<file path="config.mk">
export PLATFORM = sky130hd
export DESIGN_NAME = iter_shift_ctrl
export DESIGN_NICKNAME = d
export VERILOG_FILES = /design/src/rtl/iter_shift_ctrl.sv
export SDC_FILE = /design/constraint.sdc
export NUM_CORES = 1
export LEC_CHECK = 0
export CAP_MARGIN = 20
export CORE_MARGIN = 5
export CORE_UTILIZATION = 35
export CTS_CLUSTER_SIZE = 12
export DETAILED_ROUTE_END_ITERATION = 12
export PLACE_DENSITY = 0.62
export SLEW_MARGIN = 5
export SYNTH_ARGS = -nofsm -noshare
export SYNTH_HDL_FRONTEND = slang
export SYNTH_SLANG_ARGS = --single-unit
</file>
<file path="constraint.sdc">
create_clock -name clk -period 1.9 [get_ports clk]
set_clock_uncertainty 0.05 [all_clocks]
set_input_delay 0.285 -clock clk [delete_from_list [all_inputs] [get_ports clk]]
set_output_delay 0.285 -clock clk [all_outputs]
set_load 0.02 [all_outputs]
</file>
<file path="src/rtl/iter_shift_ctrl.sv">
// Iterative 1-bit-per-cycle shifter (SLL/SRL/SRA/ROL) for register shift amounts.
// A valid/ready handshake on each side, with flush aborting an in-flight operation.
module iter_shift_ctrl #(
    parameter int unsigned WIDTH   = 32,
    parameter int unsigned SHAMT_W = 5
) (
    input  logic               clk,
    input  logic               rst_n,
    input  logic               in_valid,
    output logic               in_ready,
    input  logic [1:0]         op,
    input  logic [WIDTH-1:0]   data_in,
    input  logic [SHAMT_W-1:0] shamt,
    input  logic               flush,
    output logic               out_valid,
    input  logic               out_ready,
    output logic [WIDTH-1:0]   data_out,
    output logic               busy
);

    typedef enum logic [1:0] {
        IDLE  = 2'd0,
        SHIFT = 2'd1,
        DONE  = 2'd2
    } state_t;

    state_t             state_q, state_d;
    logic [WIDTH-1:0]   work_q, work_d;
    logic [WIDTH-1:0]   dout_q, dout_d;
    logic [1:0]         op_q, op_d;
    logic [SHAMT_W-1:0] cnt_q, cnt_d;
    logic [WIDTH-1:0]   stepped;

    function automatic logic [WIDTH-1:0] step1(input logic [1:0] o, input logic [WIDTH-1:0] v);
        logic [WIDTH-1:0] r;
        r = v;
        case (o)
            2'b00:   r = {v[WIDTH-2:0], 1'b0};
            2'b01:   r = {1'b0, v[WIDTH-1:1]};
            2'b10:   r = {v[WIDTH-1], v[WIDTH-1:1]};
            default: r = {v[WIDTH-2:0], v[WIDTH-1]};
        endcase
        return r;
    endfunction

    assign stepped = step1(op_q, work_q);

    always_ff @(posedge clk or negedge rst_n) begin
        if (!rst_n) begin
            state_q <= IDLE;
            work_q  <= '0;
            dout_q  <= '0;
            op_q    <= '0;
            cnt_q   <= '0;
        end else begin
            state_q <= state_d;
            work_q  <= work_d;
            dout_q  <= dout_d;
            op_q    <= op_d;
            cnt_q   <= cnt_d;
        end
    end

    // The result register is loaded on the edge that enters DONE, so it stays
    // frozen through backpressure and keeps its last value after a flush.
    always_comb begin
        state_d = state_q;
        work_d  = work_q;
        dout_d  = dout_q;
        op_d    = op_q;
        cnt_d   = cnt_q;
        if (flush) begin
            state_d = IDLE;
            cnt_d   = '0;
        end else begin
            case (state_q)
                IDLE: begin
                    if (in_valid) begin
                        work_d = data_in;
                        op_d   = op;
                        cnt_d  = shamt;
                        if (shamt == '0) begin
                            state_d = DONE;
                            dout_d  = data_in;
                        end else begin
                            state_d = SHIFT;
                        end
                    end
                end
                SHIFT: begin
                    work_d = stepped;
                    cnt_d  = cnt_q - SHAMT_W'(1);
                    if (cnt_q == SHAMT_W'(1)) begin
                        state_d = DONE;
                        dout_d  = stepped;
                    end
                end
                DONE: begin
                    if (out_ready) begin
                        state_d = IDLE;
                    end
                end
                default: state_d = IDLE;
            endcase
        end
    end

    always_comb begin
        in_ready  = (state_q == IDLE) && !flush;
        out_valid = (state_q == DONE);
        busy      = (state_q != IDLE);
        data_out  = dout_q;
    end

endmodule
</file>
# Word-level counts from Yosys, hierarchy flattened
# Index checks and enable logic that the tools add are counted.
# W data, S select, Z words.
[op_classes]
reduce_logical = 13
add_sub_neg = 1
bitwise_logic = 1
muxes = 16
n_eq_ne = 11
[op_table]
columns = ["operator", "n"]
rows = [
  ["$mux W32", 4],
  ["$pmux W32 S2", 2],
  ["$pmux W32 S3", 1],
  ["$mux W2", 5],
  ["$mux W5", 2],
  ["$pmux W5 S2", 1],
  ["$reduce_and A3 Y1", 3],
  ["$ne A2 B2 Y1 const B", 3],
  ["$ne A3 B3 Y1 const B", 2],
  ["$pmux W2 S3", 1],
  ["$eq A5 B1 Y1 const B", 1],
  ["$logic_not A5 Y1", 1],
  ["$reduce_and A5 Y1", 1],
  ["$sub A5 B1 Y5 const B", 1],
  ["$eq A2 B1 Y1 const B", 2],
  ["$eq A2 B2 Y1 const B", 2],
  ["$logic_not A2 Y1", 2],
  ["$reduce_bool A2 Y1", 2],
  ["$ne A3 B2 Y1 const B", 1],
  ["$reduce_bool A3 Y1", 1],
  ["$reduce_and A2 Y1", 1],
  ["$logic_and A1 B1 Y1", 1],
  ["$logic_not A1 Y1", 1],
  ["$not A1 Y1", 1],
]
[totals]
elab_cells = 47
register_bits = 73
in_bits = 44
out_inout_bits = 35

# Depth between registers and ports, before layout
[logic_depth]
depth_word = 5
depth_mapped = 8
ltp_nobuf = 6

# Worst setup path before layout
# No wires, ideal clock.
[synth_path]
path_kind = "reg-to-reg"
start = "register state_q[0]"
end = "register op_q[0]"
n_path_buf = 1
path_slack_ns = 0.089
arrival_time_ns = 1.633
setup_ns = 0.128
path_stages_with_launch = 6
synth_period_minus_slack_ns = 1.811
required_ns = 1.722
cell_sequence = "dfrtp_1 > buf_2 > or2_1 > nor2_1 > nand2_1 > mux2_1"
[synth_between]
elab_chain_len = 2
[synth_rtl]
columns = ["element", "line_no", "text"]
rows = [
  ["start: declaration", "27", "state_t state_q, state_d;"],
  ["start signal: assignment", "56", "state_q <= state_d;"],
  ["$logic_not A2 Y1", "76", "case (state_q)"],
  ["$reduce_and A3 Y1 (no line)", "-", ""],
  ["end signal: assignment", "59", "op_q <= op_d;"],
  ["end: declaration", "30", "logic [1:0] op_q, op_d;"],
]
# Every way passes these cells.
# A chain may end at the register's enable or synchronous reset.

# Final worst setup path
[layout_path]
start = "register state_q[0]"
end = "register dout_q[10] (netlist: data_out[10])"
[layout_between]
elab_chain_len = 3
word_cells_on_any_way = 8
classes_between = "4 x eq/ne; 1 x mux; 3 x reduce/logical"
[layout_rtl]
columns = ["element", "line_no", "text"]
rows = [
  ["$eq A2 B1 Y1 or $logic_not A2 Y1 (tied branches)", "76", ""],
  ["$ne A2 B2 Y1 (no line) or $reduce_bool A2 Y1 (tied branches)", "-", ""],
  ["$reduce_and A5 Y1 (no line)", "-", ""],
  ["end signal: assignment", "58", "dout_q <= dout_d;"],
  ["end: declaration", "29", "logic [WIDTH-1:0] dout_q, dout_d;"],
]
# Several ways; a longest one is shown, not always the timed one.

==> metrics.txt <==
# TYPE chip_impl_metric gauge
chip_impl_info{name="run_status",value="complete, no violations"} 1
chip_impl_metric{name="clk-insertion-delay-late",unit="ns"} 0.35
chip_impl_metric{name="boundaryPins",unit=""} 79
chip_impl_metric{name="h_tree_depth",unit=""} 3
chip_impl_metric{name="wire_per_inst",unit="um"} 15.5
chip_impl_info{name="critPathLaunch",value="state_q[0]$_DFFE_PN0P_"} 1
chip_impl_metric{name="syn-mean-instance-area",unit="um2"} 11.0
chip_impl_metric{name="clkSinkCount",unit=""} 73
chip_impl_info{name="grt_setup_unrepaired",value="false"} 1
chip_impl_metric{name="clk_pin_slew",unit="ns"} 0.08
chip_impl_metric{name="cp.required",unit="ns"} 2.08
chip_impl_metric{name="worst-slew-pin-transition",unit="ns"} 0.532
chip_impl_metric{name="yosys_register_bits",unit=""} 73
chip_impl_metric{name="power.leakage",unit="uW"} 0.00228
chip_impl_metric{name="place_hpwl",unit="um"} 6390
chip_impl_metric{name="post-cts-setup-buffer-count",unit=""} 0
chip_impl_info{name="cp-end-kind",value="register"} 1
chip_impl_info{name="synth_ff_type",value="sky130_fd_sc_hd__dfrtp_1"} 1
chip_impl_info{name="worstSetupStartpointType",value="register"} 1
chip_impl_info{name="critPathSlowestCell",value="sky130_fd_sc_hd__dfrtp_1"} 1
chip_impl_metric{name="synth_top_cell_area_share",unit="%"} 47.8
chip_impl_metric{name="antenna_found_initial",unit=""} 0
chip_impl_metric{name="proportion_of_layout_cells_with_a_drive_suffix_above_1",unit="%"} 24.1
chip_impl_metric{name="cp.arrival",unit="ns"} 2.02
chip_impl_metric{name="yosys_warnings",unit=""} 0
chip_impl_metric{name="die_area",unit="mm2"} 0.0131
chip_impl_metric{name="seq_area_frac_synth",unit="%"} 47.8
chip_impl_metric{name="globalRouteTotalUtil",unit="%"} 14.3
chip_impl_metric{name="drcViolationCount",unit=""} 0
chip_impl_metric{name="min_period",unit="ns"} 1.84
chip_impl_metric{name="area_growth",unit="%"} 32.0
chip_impl_metric{name="final_nets",unit=""} 477
chip_impl_metric{name="fmax",unit="MHz"} 544
chip_impl_metric{name="first_pass_grt_wire_length",unit="um"} 15000
chip_impl_metric{name="via_count",unit=""} 2907
chip_impl_metric{name="power_frac_comb",unit="%"} 42.3
chip_impl_metric{name="routed_wirelength",unit="um"} 8920
chip_impl_metric{name="report.final.slew_viol_count",unit=""} 0
chip_impl_metric{name="cell_internal_pwr",unit="uW"} 4080
chip_impl_info{name="timing.hold.worst.class",value="in -> async"} 1
chip_impl_metric{name="power_switching",unit="uW"} 2270
chip_impl_metric{name="setup_viol_count_final",unit=""} 0
chip_impl_metric{name="tritoncts.num_buffers",unit=""} 9
chip_impl_metric{name="p_total",unit="uW"} 6350
chip_impl_metric{name="critical_path.max_stage_delay",unit="ns"} 0.47
chip_impl_metric{name="buffer_depth_of_the_longest_clock_path",unit=""} 2
chip_impl_metric{name="detail-route-antenna-nets",unit=""} 0
chip_impl_metric{name="numPortBuffers",unit=""} 78
chip_impl_metric{name="powerDensity",unit="mW/mm2"} 1260
chip_impl_metric{name="dr.pass1.iters",unit=""} 5
chip_impl_metric{name="count_of_cell_types_in_the_netlist",unit=""} 42
chip_impl_metric{name="max_slew_margin",unit="%"} 64.5
chip_impl_metric{name="fp.coreArea",unit="mm2"} 0.0107
chip_impl_info{name="synth_area_leaders",value="sky130_fd_sc_hd__dfrtp_1 (48%), sky130_fd_sc_hd__mux2_4 (11%), sky130_fd_sc_hd__nand3_1 (10%)"} 1
chip_impl_metric{name="worstPathMaxFanout",unit=""} 14
chip_impl_metric{name="layout.core_utilization",unit="%"} 46.9
chip_impl_metric{name="drt_iter0_drc",unit=""} 170
chip_impl_metric{name="syn_area",unit="mm2"} 0.00382
chip_impl_info{name="synthDominantAreaCellType",value="sky130_fd_sc_hd__dfrtp_1"} 1
chip_impl_info{name="clockRootBuffer",value="sky130_fd_sc_hd__clkbuf_8"} 1
chip_impl_metric{name="grt_start_max_net_pins",unit=""} 63
chip_impl_metric{name="mappedNetlistNets",unit=""} 393
chip_impl_info{name="criticalPathCategory",value="reg -> reg"} 1
chip_impl_metric{name="grt_overflow",unit=""} 0
chip_impl_metric{name="synth_edf_count",unit=""} 0
chip_impl_metric{name="power.share.switching",unit="%"} 35.7
chip_impl_metric{name="final_weighted_congestion_of_routability_driven_global_placement",unit=""} 0.789
chip_impl_info{name="worstPathCellList",value="buf_4, and2_1, a22o_2, nand2b_4, buf_12, mux2_1"} 1
chip_impl_metric{name="die-width",unit="um"} 114
chip_impl_metric{name="p_seq_share",unit="%"} 40.2
chip_impl_metric{name="layout_worst_path_cycle_share",unit="%"} 96.7
chip_impl_metric{name="floorplan.initialDensity",unit="%"} 35.5
chip_impl_metric{name="async_reset_ff_share",unit="%"} 100
chip_impl_metric{name="report.final.hold_viol_count",unit=""} 0
chip_impl_info{name="tritoncts",value="yes"} 1
chip_impl_metric{name="final_cell_area",unit="mm2"} 0.00504
chip_impl_metric{name="route.detailed.vias_per_inst",unit=""} 5.05
chip_impl_metric{name="vdd_drop_max",unit="mV"} 0.461
chip_impl_metric{name="detailed_place.area",unit="mm2"} 0.00485
chip_impl_metric{name="postSynthCellCount",unit=""} 347
chip_impl_metric{name="max_cap_violations",unit=""} 0
chip_impl_metric{name="first_global_vias",unit=""} 3007
chip_impl_info{name="r2r-start",value="state_q[0]$_DFFE_PN0P_"} 1
chip_impl_metric{name="antenna_cells_inserted",unit=""} 0
chip_impl_metric{name="final.hold.worst_slack",unit="ns"} 0.270
chip_impl_metric{name="power.clock.fraction",unit="%"} 17.5
chip_impl_metric{name="fp.dieH",unit="um"} 114
chip_impl_metric{name="num_rows",unit=""} 38
==> stage by stage <==
step                setup TNS [ns]  worst slack [ns]  cells
floorplan                        0            0.0894    347
global placement             -3.65            -0.132    559
detailed placement           -4.59            -0.172    559
CTS                              0           0.00473    576
global route                     0            0.0239    576
finish                           0            0.0625    576
==> power by group through the flow <==
stage | logic [uW] | registers [uW] | clock network, uW
floorplan | 1310 | 2800 | 0
global placement | 2680 | 2560 | 0
detailed placement | 2720 | 2570 | 0
CTS | 2730 | 2560 | 1140
global route | 2930 | 2650 | 1220
finish | 2690 | 2560 | 1110
==> worst paths after layout <==
path                       slack, ns  cells past startpoint                        to
max                             0.06                      6  data_out[10]$_DFFE_PN0P_
min                             0.27                      2       op_q[1]$_DFFE_PN0P_
max reg2reg                     0.06                      6  data_out[10]$_DFFE_PN0P_
min reg2reg                     0.45                      1  data_out[11]$_DFFE_PN0P_
max in group asynchronous       0.96                      3     work_q[6]$_DFFE_PN0P_
min in group clk                0.45                      1  data_out[11]$_DFFE_PN0P_
==> area by class of cell <==
type                            count  area [um2]
Multi-Input combinational cell    242        1820
Clock inverter                      6        43.8
Sequential cell                    73        1830
Tap cell                          140         175
Inverter                            4        15.0
Timing Repair Buffer              101        1020
Clock buffer                       10         138
Fill cell                        1015        5700
==> timing repair <==
item | 4_1_cts | 5_1_grt
hold endpoints to repair | 11 | 0
gates resized for setup | 5 | 1
hold buffers | 1 | 0
cloned | 0 | 0
endpoints found under the setup margin | 7 | 1
==> layer usage <==
| layer | share of wire [%] | wire (um) | up-vias | track usage (%) |
|---|---|---|---|---|
| met5 | 0 | 0 | - | 0 |
| met3 | 7.5 | 666 | 14 | 4.28 |
| met1 | 44 | 3880 | 1395 | 18.8 |
| met4 | 2.1 | 183 | 0 | 5.70 |
| li1 | - | - | 1398 | - |
| met2 | 47 | 4190 | 100 | 22.2 |
==> kinds of logic after synthesis <==
kind of cell / Yosys count / share of synthesized area, %
flops: 73 / 47.8
simple gates: 145 / 18.6
fa+ha+maj: 2 / 0.655
compound gates: 28 / 5.11
xor+xnor: 2 / 0.459
mux: 65 / 22.0
buf+inv: 32 / 5.37
==> Yosys cell counts (4+ instances only) <==
library cell / instances
sky130_fd_sc_hd__inv_1: 4
sky130_fd_sc_hd__clkbuf_1: 8
sky130_fd_sc_hd__dfrtp_1: 73
sky130_fd_sc_hd__nor2_1: 13
sky130_fd_sc_hd__nand2_1: 37
sky130_fd_sc_hd__mux2_2: 27
sky130_fd_sc_hd__a211oi_1: 5
sky130_fd_sc_hd__mux2_1: 8
sky130_fd_sc_hd__buf_2: 14
sky130_fd_sc_hd__nand3_1: 80
sky130_fd_sc_hd__mux2_4: 29
sky130_fd_sc_hd__a31oi_1: 5
==> cell usage in the layout, fill, tap and decap left out, drive strengths merged, types with 2 or more instances in the layout <==
cell           netlist  layout
nand2               37      37
ha                   2       2
nand2b               3       3
clkinv               0       2
a31oi                5       5
a22o                 2       2
o21ai                5       5
clkinvlp             0       4
mux2                64      64
dfrtp               73      73
clkbuf               8      11
dlygate4sd2          0       2
a21oi                3       3
inv                  4       4
clkdlybuf4s50        0      74
buf                 20      23
nand3               80      80
and2                 2       2
a211oi               5       5
nor2b                3       3
nor2                13      13
nor3                 3       3
==> worst max-delay path: cells and delay by family, from the launching register on <==
family / cells / cell delay (ns)
buf+inv: 2 / 0.35
compound gates: 1 / 0.26
mux: 1 / 0.33
flops: 1 / 0.47
simple gates: 2 / 0.27
==> registers in the layout, indices dropped and copies added (netlist names) <==
signal	cells
cnt_q	5
state_q	2
op_q	2
work_q	32
data_out	32
Power figures use the tool's default switching activity.
